===== config.mk =====
export PLATFORM = sky130hd
export DESIGN_NAME = regs_wr_arbiter_flat
export DESIGN_NICKNAME = d
export VERILOG_FILES = /design/src/rtl/regs_wr_arbiter_if.sv /design/src/rtl/regs_wr_arbiter.sv /design/src/flat_wrapper.sv
export SDC_FILE = /design/constraint.sdc
export NUM_CORES = 1
export LEC_CHECK = 0
export ABC_AREA = 0
export BUFFER_PORTS_ARGS = -buffer_cell sky130_fd_sc_hd__clkbuf_2
export CAP_MARGIN = 20
export CORE_UTILIZATION = 42
export DETAILED_ROUTE_END_ITERATION = 12
export PLACE_DENSITY = 0.79
export SYNTH_ARGS = -nofsm -noshare
export SYNTH_HDL_FRONTEND = slang
export SYNTH_SLANG_ARGS = --single-unit
export TNS_END_PERCENT = 30

===== constraint.sdc =====
create_clock -name clk -period 1.7 [get_ports clk]
set_input_delay 0.085 -clock clk [delete_from_list [all_inputs] [get_ports clk]]
set_output_delay 0.085 -clock clk [all_outputs]
set_load 0.1 [all_outputs]

===== src/rtl/regs_wr_arbiter_if.sv =====
// Write-request bus between the writeback sources and the Regs write-port arbiter,
// plus the registered write port and clear-control signals it drives.
interface regs_wr_arbiter_if #(
  parameter int WIDTH      = 32,
  parameter int ADDR_WIDTH = 5,
  parameter int NR_REQ     = 2
);
  logic [NR_REQ-1:0]            req_valid;
  logic [NR_REQ*ADDR_WIDTH-1:0] req_addr;
  logic [NR_REQ*WIDTH-1:0]      req_data;
  logic [NR_REQ-1:0]            req_ready;
  logic                         clr_start;
  logic                         busy;
  logic                         wen;
  logic [ADDR_WIDTH-1:0]        addrw;
  logic [WIDTH-1:0]             dinw;

  modport master (
    output req_valid, req_addr, req_data, clr_start,
    input  req_ready, busy, wen, addrw, dinw
  );

  modport slave (
    input  req_valid, req_addr, req_data, clr_start,
    output req_ready, busy, wen, addrw, dinw
  );
endinterface


===== src/rtl/regs_wr_arbiter.sv =====
// Round-robin owner of the Regs write port with a register-clear sweep; writes are registered one cycle after handshake.
// Backpressure: req_ready is a one-hot grant, forced low while clearing or when clr_start is seen.
module regs_wr_arbiter #(
  parameter int WIDTH      = 32,
  parameter int NR_REGS    = 32,
  parameter int ADDR_WIDTH = 5,
  parameter int NR_REQ     = 2
) (
  input  logic             clk,
  input  logic             rst,
  regs_wr_arbiter_if.slave bus
);

  localparam int                    IDX_W     = (NR_REQ > 1) ? $clog2(NR_REQ) : 1;
  localparam logic [IDX_W:0]        NR_REQ_W  = (IDX_W+1)'(NR_REQ);
  localparam logic [ADDR_WIDTH:0]   NR_REGS_W = (ADDR_WIDTH+1)'(NR_REGS);
  localparam logic [ADDR_WIDTH-1:0] LAST_REG  = ADDR_WIDTH'(NR_REGS - 1);

  generate
    if (NR_REQ < 2 || NR_REQ > 8) begin : g_bad_nr_req
      $error("regs_wr_arbiter: NR_REQ must be in 2..8");
    end
    if (NR_REGS < 2 || NR_REGS > (1 << ADDR_WIDTH)) begin : g_bad_nr_regs
      $error("regs_wr_arbiter: NR_REGS must fit in ADDR_WIDTH");
    end
  endgenerate

  typedef enum logic {
    ARB   = 1'b0,
    CLEAR = 1'b1
  } state_t;

  state_t state;
  state_t state_nxt;

  logic [IDX_W-1:0]      last;
  logic [IDX_W-1:0]      grant_idx;
  logic [IDX_W-1:0]      idx;
  logic [IDX_W:0]        sum;
  logic [NR_REQ-1:0]     grant;
  logic                  found;
  logic                  hs;
  logic [ADDR_WIDTH-1:0] cnt;

  logic [ADDR_WIDTH-1:0] addr_arr [NR_REQ];
  logic [WIDTH-1:0]      data_arr [NR_REQ];
  logic [ADDR_WIDTH-1:0] sel_addr;
  logic [WIDTH-1:0]      sel_data;

  logic                  wen_q;
  logic [ADDR_WIDTH-1:0] addrw_q;
  logic [WIDTH-1:0]      dinw_q;
  logic                  busy_q;

  // Register 0 is hard-wired zero and addresses past the file do not exist.
  function automatic logic addr_ok(input logic [ADDR_WIDTH-1:0] a);
    return (a != '0) && ({1'b0, a} < NR_REGS_W);
  endfunction

  for (genvar g = 0; g < NR_REQ; g++) begin : g_unpack
    assign addr_arr[g] = bus.req_addr[(g+1)*ADDR_WIDTH-1 -: ADDR_WIDTH];
    assign data_arr[g] = bus.req_data[(g+1)*WIDTH-1 -: WIDTH];
  end

  // Search starts one past the last winner and wraps; clr_start pre-empts all requests.
  always_comb begin
    grant     = '0;
    grant_idx = last;
    found     = 1'b0;
    idx       = '0;
    sum       = '0;
    if (state == ARB && !bus.clr_start) begin
      for (int k = 0; k < NR_REQ; k++) begin
        sum = {1'b0, last} + (IDX_W+1)'(k + 1);
        idx = (sum >= NR_REQ_W) ? IDX_W'(sum - NR_REQ_W) : IDX_W'(sum);
        if (!found && bus.req_valid[idx]) begin
          found      = 1'b1;
          grant[idx] = 1'b1;
          grant_idx  = idx;
        end
      end
    end
  end

  assign hs       = |grant;
  assign sel_addr = addr_arr[grant_idx];
  assign sel_data = data_arr[grant_idx];

  always_comb begin
    state_nxt = state;
    case (state)
      ARB:     if (bus.clr_start) state_nxt = CLEAR;
      CLEAR:   if (cnt == LAST_REG) state_nxt = ARB;
      default: state_nxt = ARB;
    endcase
  end

  always_ff @(posedge clk) begin
    if (rst) begin
      state <= ARB;
    end else begin
      state <= state_nxt;
    end
  end

  always_ff @(posedge clk) begin
    if (rst) begin
      last    <= IDX_W'(NR_REQ - 1);
      cnt     <= ADDR_WIDTH'(1);
      wen_q   <= 1'b0;
      addrw_q <= '0;
      dinw_q  <= '0;
      busy_q  <= 1'b0;
    end else begin
      busy_q <= (state_nxt == CLEAR);
      case (state)
        ARB: begin
          cnt <= ADDR_WIDTH'(1);
          if (hs) begin
            last    <= grant_idx;
            wen_q   <= addr_ok(sel_addr);
            addrw_q <= sel_addr;
            dinw_q  <= sel_data;
          end else begin
            wen_q <= 1'b0;
          end
        end
        CLEAR: begin
          wen_q   <= 1'b1;
          addrw_q <= cnt;
          dinw_q  <= '0;
          cnt     <= cnt + ADDR_WIDTH'(1);
        end
        default: wen_q <= 1'b0;
      endcase
    end
  end

  assign bus.req_ready = grant;
  assign bus.busy      = busy_q;
  assign bus.wen       = wen_q;
  assign bus.addrw     = addrw_q;
  assign bus.dinw      = dinw_q;

endmodule

===== src/flat_wrapper.sv =====
// flat-port wrapper written by rule: the top's interface ports become plain ports
module regs_wr_arbiter_flat 
#(
  parameter int WIDTH      = 32,
  parameter int NR_REGS    = 32,
  parameter int ADDR_WIDTH = 5,
  parameter int NR_REQ     = 2
)
  (clk, rst, bus_req_valid, bus_req_addr, bus_req_data, bus_clr_start, bus_req_ready, bus_busy, bus_wen, bus_addrw, bus_dinw);
  regs_wr_arbiter_if #(.WIDTH(WIDTH), .ADDR_WIDTH(ADDR_WIDTH), .NR_REQ(NR_REQ)) bus_i ();
  input  logic clk;
  input  logic rst;
  input wire logic [$bits(bus_i.req_valid)-1:0] bus_req_valid;
  input wire logic [$bits(bus_i.req_addr)-1:0] bus_req_addr;
  input wire logic [$bits(bus_i.req_data)-1:0] bus_req_data;
  input wire logic [$bits(bus_i.clr_start)-1:0] bus_clr_start;
  output wire logic [$bits(bus_i.req_ready)-1:0] bus_req_ready;
  output wire logic [$bits(bus_i.busy)-1:0] bus_busy;
  output wire logic [$bits(bus_i.wen)-1:0] bus_wen;
  output wire logic [$bits(bus_i.addrw)-1:0] bus_addrw;
  output wire logic [$bits(bus_i.dinw)-1:0] bus_dinw;
  assign bus_i.req_valid = bus_req_valid;
  assign bus_i.req_addr = bus_req_addr;
  assign bus_i.req_data = bus_req_data;
  assign bus_i.clr_start = bus_clr_start;
  assign bus_req_ready = bus_i.req_ready;
  assign bus_busy = bus_i.busy;
  assign bus_wen = bus_i.wen;
  assign bus_addrw = bus_i.addrw;
  assign bus_dinw = bus_i.dinw;
  regs_wr_arbiter #(.WIDTH(WIDTH), .NR_REGS(NR_REGS), .ADDR_WIDTH(ADDR_WIDTH), .NR_REQ(NR_REQ)) u_core (.clk(clk), .rst(rst), .bus(bus_i));
endmodule

==> metrics.yaml, run 1 <==
timing:
  setup_viol: 0
  drv_slew: 0
  rsz0062_at_grt: "false"
  tightestPinTransition_ns: 0.5518
  post-route-period-util: 0.9124
  fin_setup_tns_ns: 0
  max_freq_mhz: 644.7
  min_period_ns: 1.551
  clock_skew_ns: 0.001889
  slew-limit-headroom: 0.6337
  setup_ws_ns: 0.1489
  finalHoldViolations: 0
finish:
  fillCellCount: 411
  fin_nets: 408
  num_antenna_cells: 0
  regArea_um2: 904.6
  area_delta_synth_final_pct: 35.55
  finalNonFillerCells: 379
  drive_above_1_share: 0.4128
  multi_input_area_um2: 888.4
floorplan:
  io_pins: 120
  core_region_area_mm2: 0.004384
  die_h_um: 69.65
  die_x_um: 69.65
  dieArea_mm2: 0.004850
  start_util: 0.4384
  rows: 24
flow_run:
  cap_violations: 0
placement:
  place.gp.congestion: 0.8390
  io_buffers: 119
  place_inst: 372
  dpl_worst_slack_ns: 0.3237
  hpwl_um: 3637
pwr:
  power.leakage_nw: 1.209
  total_power_w: 0.002487
  power.density_mw_per_mm2: 954.6
  peakVddDrop_uv: 516.3
setup_path:
  endpoint_kind: "output pin"
  required_ns: 1.62
  r2r-start: "u_core.last"
  r2r_cells: 5
  rrSetupSlack_ns: 0.33
  crit_arrival_ns: 1.47
  slowest_delay_ns: 0.42
  critical_path_class: "reg2out"
  cp_slowest_cell: "dfxtp_4"
  reg2reg_to: "u_core.bus.dinw[2]"
  crit_path_max_fanout: 21
  path_cells: "nor2_1 -> and3_1 -> buf_4"
  worstSetupStartpointType: "flop"
grt:
  grt_pass1_vias: 1830
  grt_remaining_overflow: 0
  antenna_found_initial: 0
  grt_max_degree: 33
  grtUsageTotal: 0.2085
  grt_pass1_wl_um: 8204
clocking:
  clkTransAtPathRegs_ns: 0.08
  clk-insertion-delay-late_ns: 0.28
  cts_tree: "built"
  hold_buffers: 0
  cts_setup_buffers: 0
  h-tree-depth: 2
  clock_sinks: 45
  cts_resized: 0
  cts_inserted_buffers: 5
  clockBufferDepth: 2
  cts_root_buffer: "clkbuf_8"
synth:
  seq_area_frac_synth: 0.4688
  async_flop_share: 0
  synth_edf_count: 0
  synth_seq_cells: 45
  yosysWarnings: 0
  synth_cell_types: 32
  synth_cells: 214
  synth_top_area_frac: 0.4688
  synth_nets: 295
  synthTopCellsByArea: "dfxtp_1 (47%), a22oi_1 (15%), nand2_1 (7.2%), o21ai_1 (5.2%), buf_6 (4.1%)"
  yosysMostFrequentCell: "dfxtp_1"
  synth_top_cell_by_area: "dfxtp_1"
  netlist_area_mm2: 0.001922
  ys.flop_type: "dfxtp_1"
  yosys-top-cells-count: "dfxtp_1 (45), a22oi_1 (38), nand2_1 (37)"
  syn-mean-instance-area_um2: 8.981
routing:
  drt_first_iter_violations: 97
  antenna_left: 0
  wire_per_inst_um: 13.04
  vias: 1984
  post_drt_via_cell_ratio: 5.235
  drc: 0
  wirelength_um: 4943
  dr.pass1.iters: 4
worst_hold_path:
  min_path_type: "in2reg"
  worstHoldStart: "bus_req_data[57]"
  worstHoldPathCells: 3
  holdPathEnd: "u_core.bus.dinw[25]"
status:
  status: "complete, no violations"
==> placed cells by master, fill, tap and decap left out, types with 2 or more instances in the layout <==
master / synthesis / routed
clkbuf_8: 0 / 6
a31oi_1: 4 / 4
nand2_1: 37 / 37
o21ai_0: 12 / 12
clkbuf_2: 1 / 117
inv_1: 2 / 2
nor4_1: 3 / 3
and2_1: 4 / 4
a22oi_1: 38 / 38
nor2_1: 5 / 5
dfxtp_1: 45 / 44
and3_1: 3 / 3
nor2b_1: 2 / 2
o21ai_1: 20 / 20
nand2b_1: 2 / 2
buf_4: 0 / 6
ha_1: 2 / 2
nand3b_1: 4 / 4
==> stage by stage <==
step | hold WS (ns) | instance area [um^2] | utilization
floorplan | 0.2277 | 1928 | -
global route | 0.06938 | 2605 | 0.5942
CTS | 0.05749 | 2605 | 0.5942
detailed placement | 0.3600 | 2516 | 0.5739
finish | 0.06368 | 2605 | 0.5942
global placement | 0.3524 | 2516 | 0.5739
==> flip-flops by register name, indices dropped and copies added, names as in the netlist <==
signal	flops
u_core.bus.dinw	32
u_core.bus.addrw	5
u_core.cnt	5
u_core.bus.wen	1
u_core.last	1
u_core.state	1
==> worst max path at each step <==
stage	slack, ns	start	cells after the start	endpoint
6_report	0.15	u_core.state	3	bus_req_ready[0]
5_1_grt	0.05	u_core.state	3	bus_req_ready[0]
4_1_cts	0.13	u_core.state	3	bus_req_ready[0]
3_5_place_dp	0.32	u_core.last	5	u_core.bus.dinw[31]
3_3_place_gp	0.39	u_core.last	5	u_core.bus.dinw[12]
2_1_floorplan	0.06	u_core.state	6	u_core.bus.addrw[1]
==> metal layers <==
layer	vias to the layer above	GRT usage	routed length (um)
met5	-	0	0
met4	0	0.07333	53
met3	6	0.04797	334
met2	86	0.3571	2379
met1	893	0.2564	2176
li1	999	-	-
==> power breakdown <==
group / leakage, nW / internal (W) / switching (W)
clock: 0.0476 / 0.000322 / 0.000329
combinational: 0.793 / 0.000179 / 0.000517
sequential: 0.368 / 0.00110 / 0.0000351
==> area by class of cell <==
class                           instances  area share
Sequential cell                        45      0.3473
Multi-Input combinational cell        149      0.3410
Timing Repair Buffer                  124      0.2498
Clock buffer                            6     0.03170
Tap cell                               52     0.02498
Inverter                                2    0.002882
Clock inverter                          1    0.002402
==> logic make-up after synthesis <==
logic type	Yosys count	share of synthesized area
adder cells (fa/ha/maj)	2	0.01302
flip-flops	45	0.4687
AND/OR/NAND/NOR	66	0.1706
AO/OA/AOI/OAI	78	0.2643
XOR/XNOR	2	0.009116
multiplexers	1	0.005209
buffers and inverters	20	0.06901
==> worst max-delay path, delay by kind of cell, from the launching register on <==
family	cells	cell delay, ns
flip-flops	1	0.42
buffers and inverters	1	0.34
AND/OR/NAND/NOR	2	0.43
Note: power is estimated with default switching activity, not from simulation.
==> run 2, diff against run 1 <==
--- a/config.mk
+++ b/config.mk
@@ -8,9 +8,9 @@
 export ABC_AREA = 0
 export BUFFER_PORTS_ARGS = -buffer_cell sky130_fd_sc_hd__clkbuf_2
 export CAP_MARGIN = 20
-export CORE_UTILIZATION = 42
+export CORE_UTILIZATION = 35
 export DETAILED_ROUTE_END_ITERATION = 12
-export PLACE_DENSITY = 0.79
+export PLACE_DENSITY = 0.68
 export SYNTH_ARGS = -nofsm -noshare
 export SYNTH_HDL_FRONTEND = slang
 export SYNTH_SLANG_ARGS = --single-unit
==> metrics.yaml, run 2 (synthesis gave the netlist of run 1 again) <==
status:
  status: "complete, no violations"  # unchanged
routing:
  wirelength_um: 4987  # was 4943 um
  drt_first_iter_violations: 78  # was 97
  highest_layer: "met4"  # unchanged
  wl_met1_um: 2189  # was 2176 um
  wire_per_inst_um: 12.53  # was 13.04 um
  antenna_left: 0  # unchanged
  post_drt_via_cell_ratio: 5.040  # was 5.235
  dr_wl_met3_um: 399  # was 334 um
  dr.pass1.iters: 4  # unchanged
  drc: 0  # unchanged
  wl_met2_um: 2364  # was 2379 um
  vias: 2006  # was 1,984
pwr:
  peakVddDrop_uv: 339.2  # was 516.3 uV
  power.leakage_nw: 1.210  # was 1.209 nW
  power.density_mw_per_mm2: 935.3  # was 954.6 mW/mm^2
setup_path:
  required_ns: 1.62  # about the same
  path_cells: "nor2_1 -> and3_1 -> buf_4"  # unchanged
  crit_path_max_fanout: 21  # unchanged
  endpoint_kind: "output pin"  # unchanged
  r2r_cells: 3  # was 5
  critical_path_buf_inv_count: 1  # unchanged
  crit_arrival_ns: 1.51  # was 1.47 ns
  reg2reg_to: "u_core.bus.wen"  # was u_core.bus.dinw[2]
  cp_slowest_cell: "dfxtp_4"  # unchanged
  slowest_delay_ns: 0.42  # about the same
  crit_family: "simple AND/OR/NAND/NOR gates"  # unchanged
  worstSetupStartpointType: "flop"  # unchanged
  r2r-start: "u_core.state"  # was u_core.last
  critPathLaunch: "u_core.state"  # unchanged
  critical_path_class: "reg2out"  # unchanged
  rrSetupSlack_ns: 0.36  # was 0.33 ns
grt:
  grt_pass1_vias: 1808  # was 1,830
  grtUsageTotal: 0.1726  # was 0.2085
  grt_remaining_overflow: 0  # unchanged
  grt_pass1_wl_um: 8252  # was 8204 um
  antenna_found_initial: 0  # unchanged
  grt_max_degree: 33  # unchanged
floorplan:
  dieArea_mm2: 0.005791  # was 0.004850 mm^2
  core_region_area_mm2: 0.005205  # was 0.004384 mm^2
  start_util: 0.3692  # was 0.4384
  rows: 26  # was 24
  io_pins: 120  # unchanged
  die_h_um: 76.10  # was 69.65 um
  die_x_um: 76.10  # was 69.65 um
timing:
  fin_setup_tns_ns: 0  # unchanged
  post-route-period-util: 0.9357  # was 0.9124
  slew-limit-headroom: 0.6326  # was 0.6337
  tightestPinTransition_ns: 0.5534  # was 0.5518 ns
  rsz0062_at_grt: "false"  # unchanged
  clock_skew_ns: 0.006807  # was 0.001889 ns
  min_period_ns: 1.591  # was 1.551 ns
  finalHoldViolations: 0  # unchanged
  max_freq_mhz: 628.7  # was 644.7 MHz
  setup_viol: 0  # unchanged
  drv_slew: 0  # unchanged
placement:
  io_buffers: 119  # unchanged
  hpwl_um: 3752  # was 3637 um
  place.gp.congestion: 0.7824  # was 0.8390
  place_inst: 390  # was 372
  post_dp_cell_area_mm2: 0.002551  # was 0.002516 mm^2
finish:
  area_delta_synth_final_pct: 37.04  # was 35.55%
  final_cell_mix: "clkbuf_2 (117), dfxtp_1 (44), a22oi_1 (38)"  # unchanged
  finalNonFillerCells: 398  # was 379
  fin_nets: 408  # unchanged
  num_antenna_cells: 0  # unchanged
  largest_register_ffs: 32  # unchanged
  final_area_mm2: 0.002634  # was 0.002605 mm^2
  final_common_cell: "clkbuf_2"  # unchanged
  drive_above_1_share: 0.4116  # was 0.4128
flow_run:
  cap_violations: 0  # unchanged
worst_hold_path:
  worstHoldPathCells: 3  # unchanged
  worstHoldStart: "bus_req_data[38]"  # was bus_req_data[57]
  holdPathEnd: "u_core.bus.dinw[6]"  # was u_core.bus.dinw[25]
  min_path_type: "in2reg"  # unchanged
clocking:
  clk-insertion-delay-late_ns: 0.29  # was 0.28 ns
  cts_tree: "built"  # unchanged
  cts_setup_buffers: 0  # unchanged
  cts_inserted_buffers: 5  # unchanged
  h-tree-depth: 2  # unchanged
  clockBufferDepth: 2  # unchanged
  hold_buffers: 0  # unchanged
  cts_root_buffer: "clkbuf_8"  # unchanged
  clock_sinks: 45  # unchanged
  cts_resized: 0  # unchanged
  clkTransAtPathRegs_ns: 0.08  # about the same
run 2: cell count changes in the layout (fill, tap and decap cells not counted), sizes merged:
cell,delta
inv,-1
clkinv,+2
run 2: worst min-delay path, cell delays in order:
cell and delay (ns):
clkbuf_2 0.08, a22oi_1 0.05, o21ai_1 0.10
run 2: layout make-up:
cell class / instances / area, um^2
multi-input cells: 149 / 888.4
clock inverters: 2 / 10.01
clock buffers: 6 / 72.57
well taps: 70 / 87.58
repair buffers: 124 / 663.1
flip-flops and latches: 45 / 904.6
fillers: 524 / 2571
inverters: 2 / 7.507
run 2: how the worst max path moves through the flow:
| stage | end | slack [ns] | depth (start not counted) |
|---|---|---|---|
| finish | bus_req_ready[0] | 0.11 | 3 |
| floorplan | u_core.bus.addrw[1] | 0.06 | 6 |
| global route | bus_req_ready[0] | 0.02 | 3 |
| detailed placement | u_core.bus.dinw[2] | 0.37 | 3 |
| global placement | u_core.bus.wen | 0.40 | 3 |
| CTS | bus_req_ready[0] | 0.08 | 3 |
run 2: power breakdown:
group / switching (W) / internal [W] / leakage (nW)
Clock: 0.000335 / 0.000285 / 0.0450
Combinational: 0.000519 / 0.000183 / 0.797
Sequential: 0.0000353 / 0.00110 / 0.368
run 2: layer usage:
layer / up-vias / global-route usage
met5: - / 0
met4: 0 / 0.04038
met3: 4 / 0.04790
met2: 88 / 0.3109
met1: 916 / 0.2021
li1: 998 / -
run 2: per-stage QoR:
step                  util  hold slack, ns  power, W  worst slack [ns]
floorplan                -          0.2277  0.001694           0.06143
global placement    0.4901          0.3516  0.001865            0.4044
detailed placement  0.4901          0.3627  0.001872            0.3720
CTS                 0.5060         0.05724  0.002503           0.08219
global route        0.5060         0.06893  0.002584           0.02386
finish              0.5060         0.06455  0.002463            0.1094
